$ cat config.mk
export PLATFORM = sky130hd
export DESIGN_NAME = chord_detect
export DESIGN_NICKNAME = d
export VERILOG_FILES = /design/src/rtl/chord_detect.sv
export SDC_FILE = /design/constraint.sdc
export NUM_CORES = 1
export LEC_CHECK = 0
export BUFFER_PORTS_ARGS = -buffer_cell sky130_fd_sc_hd__buf_2
export CORE_ASPECT_RATIO = 1.2
export CORE_MARGIN = 1.5
export CORE_UTILIZATION = 30
export CTS_CLUSTER_DIAMETER = 120
export CTS_CLUSTER_SIZE = 25
export DETAILED_ROUTE_END_ITERATION = 6
export HOLD_SLACK_MARGIN = 0.15
export REMOVE_ABC_BUFFERS = 1
export SETUP_SLACK_MARGIN = 0.1
export SYNTH_ARGS = -nofsm -noshare
export SYNTH_HDL_FRONTEND = slang
export SYNTH_SLANG_ARGS = --single-unit
export TNS_END_PERCENT = 30
$ cat constraint.sdc
create_clock -name clk -period 6.9 [get_ports clk]
set_input_delay 2.07 -clock clk [delete_from_list [all_inputs] [get_ports clk]]
set_output_delay 2.07 -clock clk [all_outputs]
set_load 0.03 [all_outputs]
$ cat src/rtl/chord_detect.sv
// chord_detect: measures the half-period of eight asynchronous tone lines and
// reports which notes are present as an 8-bit chord word. Note k is expected
// to toggle every BASE_HALF*(k+1) clk cycles, within +/-TOL cycles. A note is
// reported once LOCK consecutive half-periods match.
// Optional feature: define CHORD_DETECT_GLITCH_EN to add the glitch_cnt port,
// a saturating count of mismatched half-periods seen on active channels.
module chord_detect #(
  parameter int BASE_HALF = 64,
  parameter int TOL       = 2,
  parameter int LOCK      = 4,
  parameter int CW        = $clog2(2*BASE_HALF*8+1)
) (
  input  logic       clk,
  input  logic       rst_n,
  input  logic [7:0] freq,
  output logic [7:0] chord,
  output logic       chord_chg
`ifdef CHORD_DETECT_GLITCH_EN
  ,
  output logic [7:0] glitch_cnt
`endif
);

  typedef enum logic [1:0] {
    IDLE   = 2'd0,
    MEAS   = 2'd1,
    LOCKED = 2'd2
  } state_t;

  logic [7:0] sync1;
  logic [7:0] sync2;
  logic [7:0] sync3;
  logic [7:0] edg;
  logic [7:0] lock_bit;
  logic [7:0] chord_prev;
`ifdef CHORD_DETECT_GLITCH_EN
  logic [7:0] mismatch;
`endif

  // Two-flop synchronizer per line plus one more stage to detect transitions
  always_ff @(posedge clk) begin
    if (!rst_n) begin
      sync1 <= '0;
      sync2 <= '0;
      sync3 <= '0;
    end else begin
      sync1 <= freq;
      sync2 <= sync1;
      sync3 <= sync2;
    end
  end

  assign edg   = sync2 ^ sync3;
  assign chord = lock_bit;

  for (genvar k = 0; k < 8; k++) begin : g_ch
    localparam int HP = BASE_HALF * (k + 1);
    localparam logic [CW-1:0] LIM    = CW'(2 * HP);
    localparam logic [CW-1:0] LIM_M1 = CW'(2 * HP - 1);
    localparam logic [CW:0]   HP_C   = (CW+1)'(HP);
    localparam logic [CW:0]   TOL_C  = (CW+1)'(TOL);
    localparam logic [3:0]    LOCK_C = 4'(LOCK);

    logic [CW-1:0] cnt;
    logic [3:0]    mc;
    state_t        st;
    logic [CW:0]   meas;
    logic [CW:0]   diff;
    logic          match;
    logic          timeout;

    // The half-period ending at this edge is the count since the last edge plus the edge cycle itself
    assign meas    = {1'b0, cnt} + (CW+1)'(1);
    assign diff    = (meas >= HP_C) ? (meas - HP_C) : (HP_C - meas);
    assign match   = (diff <= TOL_C);
    assign timeout = (st != IDLE) && !edg[k] && (cnt == LIM_M1);
`ifdef CHORD_DETECT_GLITCH_EN
    assign mismatch[k] = edg[k] && !match && (st != IDLE);
`endif

    // Half-period counter: cleared on every edge, otherwise counts up and parks at twice the nominal half-period
    always_ff @(posedge clk) begin
      if (!rst_n) begin
        cnt <= '0;
      end else if (edg[k]) begin
        cnt <= '0;
      end else if (cnt != LIM) begin
        cnt <= cnt + CW'(1);
      end
    end

    // Per-note lock FSM; an edge always takes priority over a timeout in the same cycle
    always_ff @(posedge clk) begin
      if (!rst_n) begin
        st          <= IDLE;
        mc          <= '0;
        lock_bit[k] <= 1'b0;
      end else begin
        case (st)
          IDLE: begin
            if (edg[k]) begin
              st <= MEAS;
              mc <= '0;
            end
          end
          MEAS: begin
            if (edg[k]) begin
              if (match) begin
                mc <= mc + 4'd1;
                if (mc + 4'd1 == LOCK_C) begin
                  st          <= LOCKED;
                  lock_bit[k] <= 1'b1;
                end
              end else begin
                mc <= '0;
              end
            end else if (timeout) begin
              st          <= IDLE;
              mc          <= '0;
              lock_bit[k] <= 1'b0;
            end
          end
          LOCKED: begin
            if (edg[k]) begin
              if (!match) begin
                st          <= MEAS;
                mc          <= '0;
                lock_bit[k] <= 1'b0;
              end
            end else if (timeout) begin
              st          <= IDLE;
              mc          <= '0;
              lock_bit[k] <= 1'b0;
            end
          end
          default: begin
            st          <= IDLE;
            mc          <= '0;
            lock_bit[k] <= 1'b0;
          end
        endcase
      end
    end
  end

  // One-cycle change pulse, raised the cycle after the chord word takes a new value
  always_ff @(posedge clk) begin
    if (!rst_n) begin
      chord_prev <= '0;
      chord_chg  <= 1'b0;
    end else begin
      chord_prev <= chord;
      chord_chg  <= (chord != chord_prev);
    end
  end

`ifdef CHORD_DETECT_GLITCH_EN
  logic [3:0] nmis;
  logic [8:0] gsum;

  // Number of channels reporting a bad half-period this cycle, and the unsaturated running total
  always_comb begin
    nmis = 4'd0;
    for (int i = 0; i < 8; i++) begin
      nmis = nmis + {3'b000, mismatch[i]};
    end
    gsum = {1'b0, glitch_cnt} + {5'b00000, nmis};
  end

  // Glitch counter sticks at 255 rather than wrapping
  always_ff @(posedge clk) begin
    if (!rst_n) begin
      glitch_cnt <= '0;
    end else if (gsum > 9'd255) begin
      glitch_cnt <= 8'd255;
    end else begin
      glitch_cnt <= gsum[7:0];
    end
  end
`endif

endmodule
==> impl_metrics.yaml, run 1 <==
run_status:
  outcome: "complete, no violations"
setup_path:
  slowest_stage: "dfxtp_1"
  cpPeakStageDelay_ps: 580
  startpoint_type: "register"
  worst-path-buf-inv: 2
  crit_chain: "ha_1, nand3_2, nor2_1, xnor2_1, inv_1, ha_1, inv_1, or4_1, o21a_1, o32ai_1, a21oi_1, a2111o_1, nor4b_4, a31oi_2, a311oi_1, mux2_1"
  worst-setup-path-type: "register to register"
  end_kind: "register"
  reg2reg_from: "g_ch[2].cnt[0]"
  crit_path_max_fanout: 13
  required_ps: 7240
  crit_path_start: "g_ch[2].cnt[0]"
  critPathArrivalTime_ps: 5070
  cp_top_family: "simple AND/OR/NAND/NOR gates"
route:
  wl_per_cell_um: 14.2
  drt-total-wl_mm: 32.3
  drt_pass1_iterations: 6
  drtIter0Drc: 931
  num_vias: 12400
  final_antenna_net_count: 0
  post-route-drc-count: 0
  viasPerCell: 5.43
timing:
  fin_tns_setup_ps: 0
  hold_viol_final: 0
  fmax_ghz: 0.211
  fin_crit_sh: 0.686
  final_max_slew_viol_count: 0
  period_needed_ps: 4730
  setup_viol: 0
  max_slew.worst_pin.slew_ps: 779
  max_slew_margin: 0.473
  skew_ps: 8.21
  rsz0062_at_grt: "false"
global_route:
  grt_pass1_wl_mm: 55.6
  grt_max_degree: 64
  overflow: 0
  grt.total_usage: 0.141
  grt_antenna_before_repair: 0
  grt_pass1_vias: 11600
pwr:
  powerDensity_nw_per_um2: 174
  p_leak_uw: 0.00558
  switching_share: 0.309
  pwr-share-clk: 0.389
  internal-power_uw: 1750
  power_uw: 2530
  seqPwrFrac: 0.437
  power_frac_comb: 0.174
  p_switching_uw: 781
  vdd_drop_max_v: 0.000158
placed_design:
  dpl.hpwl_mm: 23.5
  place_congestion: 0.942
  port_buffers: 18
yosys:
  ys_warn_count: 0
  synth_cell_types: 99
  synth-seq-cells: 177
  synthFlopType: "dfxtp_1"
  yosys.area.top_type: "dfxtp_1"
  netlist_instances: 1753
  synth_top_cell_area_share: 0.262
  synth_area_leaders: "dfxtp_1 (26%), ha_1 (7.9%), nor2_1 (5.2%)"
  netlist_area_um2: 13500
  synth-edff-count: 0
  async_flop_share: 0
  synth_area_per_cell_um2: 7.72
  ys_seq_area_frac: 0.262
die:
  die_y_um: 236
  io_pins: 19
  placementRows: 85
  die_area_um2: 46400
  core_area_um2: 44700
  die_w_um: 197
  start_util: 0.303
layout:
  areaGrowthSynthToFinish_pct: 7.44
  drive_above_1_share: 0.0578
  layout.nets: 1796
  antenna_cells: 0
  final_cell_mix: "nor2_1 (189), dfxtp_1 (177), nand2_1 (131)"
  layout_commonest_cell: "nor2_1"
clocking:
  cts_resized: 0
  post-cts-setup-buffers: 0
  cts-root-buf: "clkbuf_16"
  clockBufferDepth: 2
  cts_tree: "built"
  cts_buffers: 17
  htreeDepth: 4
  cts_hold_buf: 0
  clkTransAtPathRegs_ps: 70
  cts_sinks: 177
  clk-insertion-delay-late_ps: 450
worst_hold_path:
  min_from: "sync1[1]"
  hp-class: "register to register"
flow_run:
  maxCapViolCount: 0
==> synth_stat cells (14+ instances only) <==
| cell type | instances |
|---|---|
| nand4_1 | 45 |
| xor2_1 | 56 |
| nor2_1 | 189 |
| nand2b_1 | 20 |
| nor2b_1 | 23 |
| ha_1 | 85 |
| dfxtp_1 | 177 |
| and2_1 | 60 |
| clkbuf_1 | 63 |
| a21oi_1 | 84 |
| nand2_1 | 131 |
| o211ai_1 | 17 |
| and3_1 | 31 |
| or4_1 | 14 |
| a211oi_1 | 14 |
| a31oi_1 | 26 |
| o21ai_0 | 62 |
| nor4_1 | 22 |
| inv_1 | 82 |
| nand3_1 | 78 |
| a21o_1 | 15 |
| or3_1 | 21 |
| nor3_1 | 70 |
| xnor2_1 | 68 |
==> sequential cells by signal, summed over array words and instances, names as in the netlist <==
register	cells
g_ch.mc	32
sync1	8
chord_chg	1
chord	8
g_ch.cnt	88
chord_prev	8
sync2	8
g_ch.st	16
sync3	8
==> worst paths after layout <==
check             cells after the start       end  slack [ps]
setup / recovery                     16  chord[2]        2170
hold / removal                        1  sync2[1]         440
setup reg to reg                     16  chord[2]        2170
hold reg to reg                       1  sync2[1]         440
==> power by group through the flow <==
stage	combinational (µW)	clock, µW	sequential, µW
global route	500	1060	1110
floorplan	340	0	1120
detailed placement	436	0	1130
finish	440	984	1110
global placement	430	0	1130
CTS	438	1020	1110
==> per-layer routing <==
metal	track usage	vias up	share of wire
met5	0	-	0
met4	0.0458	0	0.023
met3	0.0274	60	0.037
met2	0.239	284	0.48
met1	0.178	5780	0.46
li1	-	6252	-
==> stage by stage <==
stage / instances / instance area, µm² / setup slack, ps / hold slack [ps] / util
6_report: 2279 / 14500 / 2170 / 436 / 0.326
5_1_grt: 2279 / 14500 / 1790 / 459 / 0.326
4_1_cts: 2279 / 14500 / 2230 / 438 / 0.326
3_5_place_dp: 2247 / 14000 / 2260 / 421 / 0.312
3_3_place_gp: 2247 / 14000 / 2340 / 419 / 0.312
2_1_floorplan: 1662 / 13100 / 2700 / 412 / -
==> logic make-up (layout without fill, tap and decap cells) <==
logic type / after synthesis / count (layout) / synth area share
and+or+nand+nor: 783 / 783 / 0.305
adders and majority gates: 86 / 86 / 0.0793
AOI/OAI and AO/OA: 385 / 385 / 0.199
buffers and inverters: 173 / 134 / 0.0513
DFF: 177 / 177 / 0.262
muxes: 21 / 21 / 0.0175
xor gates and xnor gates: 128 / 128 / 0.0860
==> layout make-up <==
class,count,area [µm²]
fillers,4708,30100
multi-input cells,1403,9300
flip-flops and latches,177,3540
well taps,565,707
clock buffers,18,439
inverters,82,308
clock inverters,14,143
repair buffers,20,105
(Power assumes the default switching activity.)
==> inputs of run 2 (changes only) <==
clock period = 4.01 ns   (was 6.9 ns; I/O delays follow)
==> impl_metrics.yaml, run 2 (synthesis gave the netlist of run 1 again) <==
run_status:
  outcome: "complete, no violations"
setup_path:
  worst-path-buf-inv: 2
  startpoint_type: "register"
  worst-setup-path-type: "register to register"
  end_kind: "register"
  required_ps: 4390
  cpPeakStageDelay_ps: 520
  crit_path_max_fanout: 5
  cp.depth: 16
  reg2reg_from: "g_ch[2].cnt[0]"
  crit_chain: "ha_1, nand3_2, nor2_2, xnor2_1, inv_1, ha_1, inv_1, or4_1, o21a_1, o32ai_1, a21oi_1, a2111o_1, nor4b_4, a31oi_2, or4_1, a21oi_1"
  reg2reg_depth: 16
  rrSetupSlack_ps: 250
  cp_top_family: "simple AND/OR/NAND/NOR gates"
  r2r-end: "g_ch[2].st[0]"
  slowest_stage: "or4_1"
  critPathArrivalTime_ps: 4140
layout:
  multi_input_area_um2: 9340
  top_regs: "g_ch.cnt (88), g_ch.mc (32), g_ch.st (16)"
  seqCellArea_um2: 3550
  largest_reg_flops: 88
  utilization: 0.337
  areaGrowthSynthToFinish_pct: 11.1
  regMostFlops: "g_ch.cnt"
  drive_above_1_share: 0.0933
  layout.nets: 1851
  antenna_cells: 0
  final_cell_mix: "nor2_1 (188), dfxtp_1 (173), nand2_1 (131)"
  fill_cells: 4684
  layout_commonest_cell: "nor2_1"
route:
  drtIter0Drc: 863
  drt_pass1_iterations: 6
  final_antenna_net_count: 0
  viasPerCell: 5.43
  wl_per_cell_um: 14.3
  post-route-drc-count: 0
  drt-total-wl_mm: 33.4
  num_vias: 12700
pwr:
  p_leak_uw: 0.00589
  powerDensity_nw_per_um2: 298
  power_uw: 4480
  vdd_drop_max_v: 0.000262
worst_hold_path:
  min_from: "sync1[3]"
  min_to: "sync2[3]"
  hp-class: "register to register"
  hold_depth: 1
placed_design:
  dp_slack_ps: 133
  port_buffers: 18
  place_congestion: 0.932
  dpl.hpwl_mm: 24.6
global_route:
  grt.total_usage: 0.144
  overflow: 0
  grt_pass1_wl_mm: 56.7
  grt_max_degree: 45
  grt_antenna_before_repair: 0
  grt_pass1_vias: 12100
clocking:
  post-cts-setup-buffers: 0
  clockBufferDepth: 2
  cts_buffers: 17
  htreeDepth: 4
  cts-root-buf: "clkbuf_16"
  clkTransAtPathRegs_ps: 80
  cts_tree: "built"
  clk-insertion-delay-late_ps: 450
  cts_sinks: 177
die:
  start_util: 0.303
  die_y_um: 236
  die_area_um2: 46400
  core_area_um2: 44700
  placementRows: 85
  die_w_um: 197
  io_pins: 19
timing:
  max_slew_margin: 0.494
  skew_ps: 11.3
  fin_crit_sh: 0.939
  setup_viol: 0
  max_slew.worst_pin.slew_ps: 754
  rsz0062_at_grt: "true"
  fmax_ghz: 0.266
  timing.hold.ws_ps: 432
  setup_slack_ps: 246
  final_max_slew_viol_count: 0
  fin_tns_setup_ps: 0
  hold_viol_final: 0
  period_needed_ps: 3760
flow_run:
  maxCapViolCount: 0
-- run 2: cell count changes in the layout (fill, tap and decap cells not counted), sizes merged --
cell / change
clkbuf: +1
inv: -3
clkinvlp: -1
bufinv: +2
buf: +55
clkinv: +1
-- run 2: routing by layer --
layer / track usage / vias up / share of wire
li1: - / 6354 / -
met1: 0.179 / 5997 / 0.46
met2: 0.249 / 249 / 0.48
met3: 0.0206 / 64 / 0.031
met4: 0.0553 / 0 / 0.023
met5: 0 / - / 0
-- run 2: worst max-delay path by stage --
stage	startpoint	endpoint	slack, ps
detailed placement	g_ch[6].cnt[0]	chord[6]	130
global route	g_ch[2].cnt[1]	g_ch[2].st[1]	30
CTS	g_ch[6].cnt[0]	chord[6]	120
finish	g_ch[2].cnt[0]	g_ch[2].st[0]	250
global placement	g_ch[2].cnt[0]	chord[2]	220
floorplan	g_ch[2].cnt[0]	chord[2]	-190
-- run 2: area by class of cell --
class / instances / area share
Multi-Input combinational cell: 1403 / 0.621
Sequential cell: 177 / 0.236
Tap cell: 565 / 0.0470
Timing Repair Buffer: 75 / 0.0345
Clock buffer: 19 / 0.0295
Inverter: 82 / 0.0205
Clock inverter: 13 / 0.0116
-- run 2: through the flow --
step	instance area (µm²)	std cells
6_report	15000	2334
5_1_grt	15000	2334
4_1_cts	15000	2334
3_5_place_dp	14400	2302
3_3_place_gp	14400	2302
2_1_floorplan	13100	1662
-- run 2: repair_timing --
action                     CTS  global route
hold buffers                 0             0
setup endpoints to repair    0            24
gates resized for setup      0            13
-- run 2: power by group --
| group | total [µW] | internal [µW] | switching [µW] |
|---|---|---|---|
| Sequential | 1880 | 1810 | 65.3 |
| Clock | 1790 | 1010 | 776 |
| Combinational | 818 | 326 | 492 |
